### config.mk
export PLATFORM = sky130hd
export DESIGN_NAME = data_bus_arbiter
export DESIGN_NICKNAME = d
export VERILOG_FILES = /design/src/rtl/data_bus_arbiter.sv
export SDC_FILE = /design/constraint.sdc
export NUM_CORES = 1
export LEC_CHECK = 0
export ABC_AREA = 0
export ABC_CLOCK_PERIOD_IN_PS = 1400
export CORE_AREA = 2 2 124 126
export DETAILED_ROUTE_END_ITERATION = 10
export DIE_AREA = 0 0 126 128
export PLACE_DENSITY = 0.64
export REMOVE_ABC_BUFFERS = 1
export SYNTH_ARGS = -nofsm -noshare
export SYNTH_HDL_FRONTEND = slang
export SYNTH_SLANG_ARGS = --single-unit
### constraint.sdc
create_clock -name clk_i -period 1.4 [get_ports clk_i]
set_input_delay 0.28 -clock clk_i [delete_from_list [all_inputs] [get_ports clk_i]]
set_output_delay 0.28 -clock clk_i [all_outputs]
set_load 0.01 [all_outputs]
### src/rtl/data_bus_arbiter.sv
// Two-master round-robin arbiter in front of the data bus decoder's single port.
// Tracks in-flight transactions in an ordered ID FIFO and routes in-order responses back.
module data_bus_arbiter #(
  parameter int unsigned MAX_OUT = 2,
  parameter int unsigned ADDR_W  = 32
) (
  input  logic              clk_i,
  input  logic              rst_i,

  input  logic              m0_req_i,
  input  logic              m0_we_i,
  input  logic [3:0]        m0_be_i,
  input  logic [ADDR_W-1:0] m0_addr_i,
  input  logic [31:0]       m0_wdata_i,
  output logic              m0_gnt_o,
  output logic              m0_rvalid_o,
  output logic [31:0]       m0_rdata_o,

  input  logic              m1_req_i,
  input  logic              m1_we_i,
  input  logic [3:0]        m1_be_i,
  input  logic [ADDR_W-1:0] m1_addr_i,
  input  logic [31:0]       m1_wdata_i,
  output logic              m1_gnt_o,
  output logic              m1_rvalid_o,
  output logic [31:0]       m1_rdata_o,

  output logic              s_req_o,
  output logic              s_we_o,
  output logic [3:0]        s_be_o,
  output logic [ADDR_W-1:0] s_addr_o,
  output logic [31:0]       s_wdata_o,
  input  logic              s_gnt_i,
  input  logic              s_rvalid_i,
  input  logic [31:0]       s_rdata_i,

  output logic              busy_o,
  output logic              err_o
);

  localparam int unsigned PTR_W = (MAX_OUT > 1) ? $clog2(MAX_OUT) : 1;
  localparam int unsigned CNT_W = $clog2(MAX_OUT + 1);

  logic [MAX_OUT-1:0] r_ids;
  logic [PTR_W-1:0]   r_wr_ptr;
  logic [PTR_W-1:0]   r_rd_ptr;
  logic [CNT_W-1:0]   r_count;
  logic               r_last_grant;
  logic               r_err;

  logic w_issue_ok;
  logic w_any_req;
  logic w_sel_id;
  logic w_grant;
  logic w_pop;
  logic w_head;

  function automatic logic [PTR_W-1:0] ptr_inc(input logic [PTR_W-1:0] p);
    return (p == PTR_W'(MAX_OUT - 1)) ? '0 : p + PTR_W'(1);
  endfunction

  // Round-robin selection: on contention the master not granted last wins.
  always_comb begin
    w_issue_ok = (r_count < CNT_W'(MAX_OUT));
    w_any_req  = m0_req_i | m1_req_i;
    w_sel_id   = (m0_req_i & m1_req_i) ? ~r_last_grant : m1_req_i;
    w_head     = r_ids[r_rd_ptr];
    w_grant    = s_req_o & s_gnt_i;
    w_pop      = s_rvalid_i & (r_count != '0);
  end

  assign s_req_o   = ~rst_i & w_issue_ok & w_any_req;
  assign s_we_o    = w_sel_id ? m1_we_i    : m0_we_i;
  assign s_be_o    = w_sel_id ? m1_be_i    : m0_be_i;
  assign s_addr_o  = w_sel_id ? m1_addr_i  : m0_addr_i;
  assign s_wdata_o = w_sel_id ? m1_wdata_i : m0_wdata_i;

  assign m0_gnt_o    = w_grant & ~w_sel_id;
  assign m1_gnt_o    = w_grant &  w_sel_id;
  assign m0_rvalid_o = ~rst_i & w_pop & ~w_head;
  assign m1_rvalid_o = ~rst_i & w_pop &  w_head;
  assign m0_rdata_o  = s_rdata_i;
  assign m1_rdata_o  = s_rdata_i;

  assign busy_o = (r_count != '0);
  assign err_o  = r_err;

  // ID FIFO, round-robin history and sticky protocol error.
  always_ff @(posedge clk_i or posedge rst_i) begin
    if (rst_i) begin
      r_ids        <= '0;
      r_wr_ptr     <= '0;
      r_rd_ptr     <= '0;
      r_count      <= '0;
      r_last_grant <= 1'b1;
      r_err        <= 1'b0;
    end else begin
      if (w_grant) begin
        r_ids[r_wr_ptr] <= w_sel_id;
        r_wr_ptr        <= ptr_inc(r_wr_ptr);
        r_last_grant    <= w_sel_id;
      end
      if (w_pop) begin
        r_rd_ptr <= ptr_inc(r_rd_ptr);
      end
      unique case ({w_grant, w_pop})
        2'b10:   r_count <= r_count + CNT_W'(1);
        2'b01:   r_count <= r_count - CNT_W'(1);
        default: r_count <= r_count;
      endcase
      if (s_rvalid_i && (r_count == '0)) begin
        r_err <= 1'b1;
      end
    end
  end

endmodule

* Yosys cells after proc, flatten, opt, wreduce, memory -nomap -nowiden
Index checks and enable logic that the tools add are counted.
** Storage, ports and cells
- Bits in registers :: 8
- Bits of input ports :: 176
- Output and inout port bits :: 140
- Word-level logic and storage cells :: 49
** Operators by class
- Add/subtract/negate cells :: 4
- $lt $le $gt $ge :: 4
- Eq/ne operators :: 2
- Muxes and demuxes :: 13
- Bitwise gates (word level) :: 15
- Reductions and logical operators :: 5
** Operators with widths (number)
- 32-bit two-way mux :: 2
- 1-bit bitwise AND :: 10
- 1-bit two-way mux :: 7
- 1-bit by 2-bit < comparator with 1-bit output (second input constant) :: 2
- 4-bit two-way mux :: 1
- 1-bit NOT :: 4
- 2-bit one-hot mux with 2 select lines :: 1
- 2-bit nonzero test :: 2
- 1-bit adder (second input constant) :: 2
- 2-bit by 1-bit adder with 2-bit output (second input constant) :: 1
- 2-bit bitwise mux :: 1
- 2-bit by 1-bit == test with 1-bit output (second input constant) :: 1
- 2-bit == test (second input constant) :: 1
- 1-bit logical AND :: 2
- 2-bit zero test :: 1
- 2-bit < comparator (second input constant) :: 1
- 2-bit by 1-bit subtractor with 2-bit output (second input constant) :: 1
- 1-bit demux with 1-bit select :: 1
- 1-bit greater-or-equal comparator (second input constant) :: 1
- 1-bit bitwise OR :: 1

* Logic depth before layout (Yosys ltp)
Gate-level depths: netlist of run 1.
- Depth in word-level cells :: 6
- Mapped depth :: 6
- Depth with buffers taken out :: 6

* Worst setup path before layout of run 1
OpenSTA, ideal clock, no wires.
- Path kind :: register -> output
- Start point :: register r_last_grant
- End point :: output port s_addr_o[0]
- Data arrival time :: 1.194 ns
- Required time :: 1.120 ns
- Path slack :: -0.074 ns
- Stages on the path, launching flop included :: 5
- Path buffers :: 2
- Path through :: dfstp_2 a21boi_4 buf_12 buf_12 mux2_4
** Between the ends
- Word-level cells in the longest chain between the ends :: 3
** Ends and longest elaborated chain
- start, declared :: line 48 : logic r_last_grant;
- start signal, assigned :: line 101 : r_last_grant <= w_sel_id;
- 1-bit NOT :: line 66 : w_sel_id = (m0_req_i & m1_req_i) ? ~r_last_grant : m1_req_i;
- 1-bit two-way mux :: line 66
- 32-bit two-way mux :: line 75 : assign s_addr_o = w_sel_id ? m1_addr_i : m0_addr_i;
- end, declared :: line 31 : output logic [ADDR_W-1:0] s_addr_o,
No other way between the ends.

* Worst setup path after layout of run 1
- Start point :: register r_last_grant
- End point :: output port s_wdata_o[29]
** Between the ends
- Word-level cells in the longest chain between the ends :: 3
** Ends and longest elaborated chain
- 1-bit NOT :: line 66
- 1-bit two-way mux :: line 66
- 32-bit two-way mux :: line 76 : assign s_wdata_o = w_sel_id ? m1_wdata_i : m0_wdata_i;
- end, declared :: line 32 : output logic [31:0] s_wdata_o,
No other way between the ends.

==> results of run 1 <==
-- flip-flops by register name (all words and copies together) (netlist names) --
name and flops:
r_last_grant 1, r_ids 2, r_count 2, err_o 1, r_wr_ptr 1, r_rd_ptr 1
-- metal layers --
metal	vias to the layer above	GRT usage	wire length (um)
met2	204	0.178	4790
met5	-	0.0341	53
met3	8	0.0889	1750
met4	4	0.00970	25
met1	975	0.150	4360
li1	922	-	-
-- layout make-up --
class                   count  area share
flip-flops and latches      8      0.0451
repair buffers            255       0.598
well taps                 188      0.0523
inverters                   3     0.00250
multi-input cells          94       0.285
clock buffers               4      0.0175
-- synthesized netlist by cell type --
cell type / n / area share
a21boi_4: 1 / 0.0093
a21o_1: 1 / 0.0037
and2b_1: 1 / 0.0037
and3_1: 1 / 0.0031
buf_12: 6 / 0.059
buf_4: 65 / 0.24
buf_8: 1 / 0.0074
dfrtp_1: 7 / 0.086
dfstp_2: 1 / 0.013
ha_1: 1 / 0.0062
inv_1: 3 / 0.0056
mux2_2: 16 / 0.089
mux2_4: 56 / 0.41
mux2i_1: 1 / 0.0049
nand3b_2: 1 / 0.0056
nand4b_1: 1 / 0.0043
nand4bb_1: 1 / 0.0056
nor2_1: 5 / 0.0093
nor3_1: 2 / 0.0049
o21ai_0: 1 / 0.0025
xnor2_1: 4 / 0.017
xor2_1: 1 / 0.0043
-- logic make-up after synthesis --
family | after synthesis | share of synthesized area
buffers and inverters | 75 | 0.313
muxes | 73 | 0.508
and+or+nand+nor | 12 | 0.0364
DFF | 8 | 0.0993
xor gates and xnor gates | 5 | 0.0216
AOI/OAI and AO/OA | 3 | 0.0154
adders and majority gates | 1 | 0.00617
-- metrics by stage --
step	TNS, ns	power (W)	hold slack [ns]	std cells
6_report	-35.88	0.00396	0.383	552
5_1_grt	-39.05	0.00416	0.428	552
4_1_cts	-40.70	0.00391	0.350	550
3_5_place_dp	-74.71	0.00293	0.459	532
3_3_place_gp	-73.81	0.00291	0.436	532
2_1_floorplan	-102.93	0.00156	0.100	105
-- tightest hold or removal path, cell delays in order --
cell and delay (ns):
dlygate4sd2_1 0.27, buf_4 0.15, inv_1 0.07, buf_4 0.17
-- power by group through the flow --
| stage | Clock (W) | Combinational [W] | Sequential, W |
|---|---|---|---|
| after global placement | 0 | 0.00249 | 0.000423 |
| after floorplan | 0 | 0.00114 | 0.000428 |
| after global routing | 0.000514 | 0.00316 | 0.000485 |
| final | 0.000491 | 0.00299 | 0.000473 |
| after detailed placement | 0 | 0.00250 | 0.000429 |
| after CTS | 0.000500 | 0.00296 | 0.000447 |
-- worst max-delay path by stage --
stage,startpoint,slack [ns],cells past startpoint,end
floorplan,r_last_grant,-1.46,2,s_addr_o[31]
global placement,m1_req_i,-1.08,6,s_be_o[3]
detailed placement,m1_req_i,-1.08,6,s_be_o[3]
CTS,r_last_grant,-0.67,7,s_wdata_o[14]
global route,r_last_grant,-0.58,5,s_wdata_o[29]
finish,r_last_grant,-0.55,5,s_wdata_o[29]
-- timing repair --
action	4_1_cts	5_1_grt
buffers inserted	10	7
pin swaps	3	3
resized for setup	407	22
gates cloned	4	0
setup endpoints to repair	78	80
==> results.sh, run 1 <==
export IMPL_syn_to_final_growth_pct=122
export IMPL_drc=0
export IMPL_critPathLaunchType="register"
export IMPL_p_clk_frac=0.124
export IMPL_reg2reg_depth=6
export IMPL_via_count=2113
export IMPL_rrSetupSlack_ns=-0.17
export IMPL_reg2reg_from="r_count[1]"
export IMPL_crit_type="register to output pin"
export IMPL_postSynthCellCount=177
export IMPL_die_w_um=126
export IMPL_p_int_w=0.00271
export IMPL_routedWlPerCell_um=19.9
export IMPL_clk_path_buf_depth=2
export IMPL_dp_hpwl_mm=8.53
export IMPL_cp_common_cell="buf_12"
export IMPL_place_ws_ns=-1.08
export IMPL_clock_skew_ns=0.000433
export IMPL_dieArea_um2=16100
export IMPL_r2r_end="r_count[1]"
export IMPL_grt_max_degree=10
export IMPL_initial_core_util=0.136
export IMPL_path_buf_inv=3
export IMPL_die_y_um=128
export IMPL_crit_family="buffers and inverters"
export IMPL_worst_pin_slew_ns=0.279
export IMPL_period_needed_ns=1.95
export IMPL_grt_use_total=0.123
export IMPL_switchingPower_w=0.00125
export IMPL_place_gp_congestion=0.762
export IMPL_cts_sinks=8
export IMPL_cts_made_buffers=3
export IMPL_syn_avg_cell_area_um2=11.5
export IMPL_setup_viol=78
export IMPL_slew_viol_final=0
export IMPL_antenna_found_initial=0
export IMPL_fin_ws_ns=-0.547
export IMPL_relSlewSlack=0.814
export IMPL_crit_chain="a21boi_4, buf_12, buf_12, mux2_4, buf_6"
export IMPL_ctsHoldBuffers=0
export IMPL_max_cap_violations=0
export IMPL_cts_clk_slew_worst_paths_ns=0.04
export IMPL_synth_seq_cells=8
export IMPL_ys_types=22
export IMPL_port_buffers=219
export IMPL_design_portCount=316
export IMPL_layout_common_cells="clkdlybuf4s50_1 (139), buf_6 (79), mux2_4 (66)"
export IMPL_overflow=0
export IMPL_regArea_um2=203
export IMPL_grt_setup_unrepaired="yes"
export IMPL_worst_path_max_delay_cell="dfstp_2"
export IMPL_fmax_mhz=514
export IMPL_core_um2=14900
export IMPL_clock_latency_ns=0.23
export IMPL_h_tree_depth=1
export IMPL_p_per_area_nw_per_um2=881
export IMPL_hp_class="input pin to asynchronous set/reset pin"
export IMPL_cp_arrival_ns=1.67
export IMPL_utilization=0.302
export IMPL_placed_area_um2=4020
export IMPL_yosysSeqAreaShare=0.0993
export IMPL_critical_path_max_fanout=8
export IMPL_firstDrtPassIters=4
export IMPL_critPathMaxStageDelay_ns=0.38
export IMPL_p_sw_frac=0.315
export IMPL_first_global_vias=2226
export IMPL_power_frac_seq=0.119
export IMPL_period_share=1.39
export IMPL_final_common_cell="clkdlybuf4s50_1"
export IMPL_multi_input_area_um2=1280
export IMPL_cp_end_kind="output pin"
export IMPL_comb_power_share=0.757
export IMPL_final_nets=542
export IMPL_violations="negative setup slack"
export IMPL_vias_per_cell=3.83
export IMPL_rows=45
export IMPL_cp_required_ns=1.12
export IMPL_wl_mm=11.0
export IMPL_ant_nets=0
export IMPL_n_antenna_cell=0
export IMPL_design_area_um2=4500
export IMPL_n_fill_cell=1505
export IMPL_yosys_warnings=0
export IMPL_drive_above_1_share=0.541
export IMPL_cts_root_buffer="clkbuf_16"
export IMPL_tritoncts="yes"
export IMPL_grt_first_pass_wirelength_mm=14.7
export IMPL_ir_worst_vdd_uv=485
export IMPL_status="finished, violations left"
export IMPL_syn_area_um2=2030
export IMPL_drt_iter0_markers=49
export IMPL_leakagePower_nw=2.03
export IMPL_finalHoldViolCount=0
Note: power is estimated with default switching activity, not from simulation.
==> run 2: changes to the inputs <==
- GPL_TIMING_DRIVEN: unset -> 0
==> results.sh, run 2 (synthesis results as in run 1) <==
export IMPL_max_cap_violations=0
export IMPL_cts_root_buffer="clkbuf_16"
export IMPL_rrSetupSlack_ns=-0.11
export IMPL_dieArea_um2=16100
export IMPL_overflow=0
export IMPL_worst_pin_slew_ns=0.358
export IMPL_p_per_area_nw_per_um2=906
export IMPL_ir_worst_vdd_uv=469
export IMPL_layout_common_cells="clkdlybuf4s50_1 (138), buf_6 (80), mux2_4 (71)"
export IMPL_dp_hpwl_mm=8.40
export IMPL_leakagePower_nw=2.03
export IMPL_reg2reg_depth=8
export IMPL_status="finished, violations left"
export IMPL_violations="negative setup slack"
export IMPL_crit_chain="a21boi_4, buf_12, buf_12, buf_16, mux2_4, buf_6"
export IMPL_grt_use_total=0.126
export IMPL_cp_end_kind="output pin"
export IMPL_critical_path_max_fanout=6
export IMPL_utilization=0.306
export IMPL_critPathMaxStageDelay_ns=0.54
export IMPL_ctsHoldBuffers=0
export IMPL_via_count=2068
export IMPL_clk_path_buf_depth=2
export IMPL_place_ws_ns=-1.62
export IMPL_power_total_w=0.00412
export IMPL_critPathLaunchType="register"
export IMPL_first_global_vias=2193
export IMPL_fin_ws_ns=-0.600
export IMPL_period_share=1.43
export IMPL_finalHoldViolCount=0
export IMPL_fin_cells=541
export IMPL_wl_mm=11.1
export IMPL_crit_type="register to output pin"
export IMPL_drive_above_1_share=0.541
export IMPL_dp_cells=515
export IMPL_grt_setup_unrepaired="yes"
export IMPL_routedWlPerCell_um=20.6
export IMPL_antenna_found_initial=0
export IMPL_hp_class="input pin to asynchronous set/reset pin"
export IMPL_final_common_cell="clkdlybuf4s50_1"
export IMPL_cts_made_buffers=3
export IMPL_drt_iter0_markers=41
export IMPL_grt_max_degree=11
export IMPL_n_antenna_cell=0
export IMPL_final_nets=531
export IMPL_clock_skew_ns=0.000205
export IMPL_cp_arrival_ns=1.72
export IMPL_design_portCount=316
export IMPL_cp_common_cell="buf_12"
export IMPL_relSlewSlack=0.761
export IMPL_core_um2=14900
export IMPL_slew_viol_final=0
export IMPL_h_tree_depth=1
export IMPL_cts_sinks=8
export IMPL_worst_path_max_delay_cell="dfstp_2"
export IMPL_firstDrtPassIters=4
export IMPL_cts_clk_slew_worst_paths_ns=0.04
export IMPL_ant_nets=0
export IMPL_hold_ws_ns=0.221
export IMPL_grt_first_pass_wirelength_mm=15.2
export IMPL_reg_top3="r_count x2, r_ids x2"
export IMPL_port_buffers=219
export IMPL_reg2reg_from="r_count[1]"
export IMPL_vias_per_cell=3.82
export IMPL_tritoncts="yes"
export IMPL_period_needed_ns=2.00
export IMPL_place_gp_congestion=0.712
export IMPL_setup_viol=79
export IMPL_rows=45
export IMPL_fmax_mhz=500
export IMPL_syn_to_final_growth_pct=124
export IMPL_die_y_um=128
export IMPL_drc=0
export IMPL_r2r_end="r_count[1]"
export IMPL_clock_latency_ns=0.23
export IMPL_cp_required_ns=1.12
export IMPL_die_w_um=126
export IMPL_initial_core_util=0.136
run 2: area by class of cell:
class | count | area [um2]
clock buffers | 4 | 78.8
inverters | 3 | 16.3
well taps | 188 | 235
repair buffers | 244 | 2690
flip-flops and latches | 8 | 204
fillers | 1498 | 10300
multi-input cells | 94 | 1330
run 2: how the worst max path moves through the flow:
| stage | from | to | slack [ns] | cells after the start |
|---|---|---|---|---|
| 2_1_floorplan | r_last_grant | s_addr_o[31] | -1.46 | 2 |
| 3_3_place_gp | m0_req_i | s_wdata_o[15] | -3.06 | 4 |
| 3_5_place_dp | m1_req_i | s_be_o[3] | -1.62 | 6 |
| 4_1_cts | r_last_grant | s_wdata_o[15] | -0.61 | 6 |
| 5_1_grt | r_last_grant | s_wdata_o[25] | -0.64 | 6 |
| 6_report | r_last_grant | s_be_o[0] | -0.60 | 6 |
run 2: metal layers:
layer	wire length (um)	track usage	up-vias
met5	157	0.0774	-
met1	4240	0.146	946
met4	48	0.0110	6
li1	-	-	902
met2	4890	0.187	206
met3	1790	0.0939	8
run 2: metrics by stage:
step | cell area [um2] | setup TNS [ns]
3_3_place_gp | 3830 | -218.29
4_1_cts | 4570 | -37.98
3_5_place_dp | 3900 | -101.71
6_report | 4550 | -35.90
2_1_floorplan | 1410 | -102.93
5_1_grt | 4550 | -39.39
run 2: report_power, final:
group	internal [W]	switching (W)	total (W)
sequential	0.000356	0.000112	0.000468
combinational	0.00207	0.00109	0.00317
clock	0.000379	0.000110	0.000489
run 2: worst max-delay path, delay by kind of cell (launching register included):
kind / cells / cell delay, ns
mux: 1 / 0.30
compound gates: 1 / 0.09
flops: 1 / 0.54
buf+inv: 4 / 0.54
run 2: what timing repair did:
item,4_1_cts,5_1_grt
endpoints found under the setup margin,80,80
setup buffers,16,4
pin swaps,3,2
gates cloned,7,0
gates resized for setup,435,18
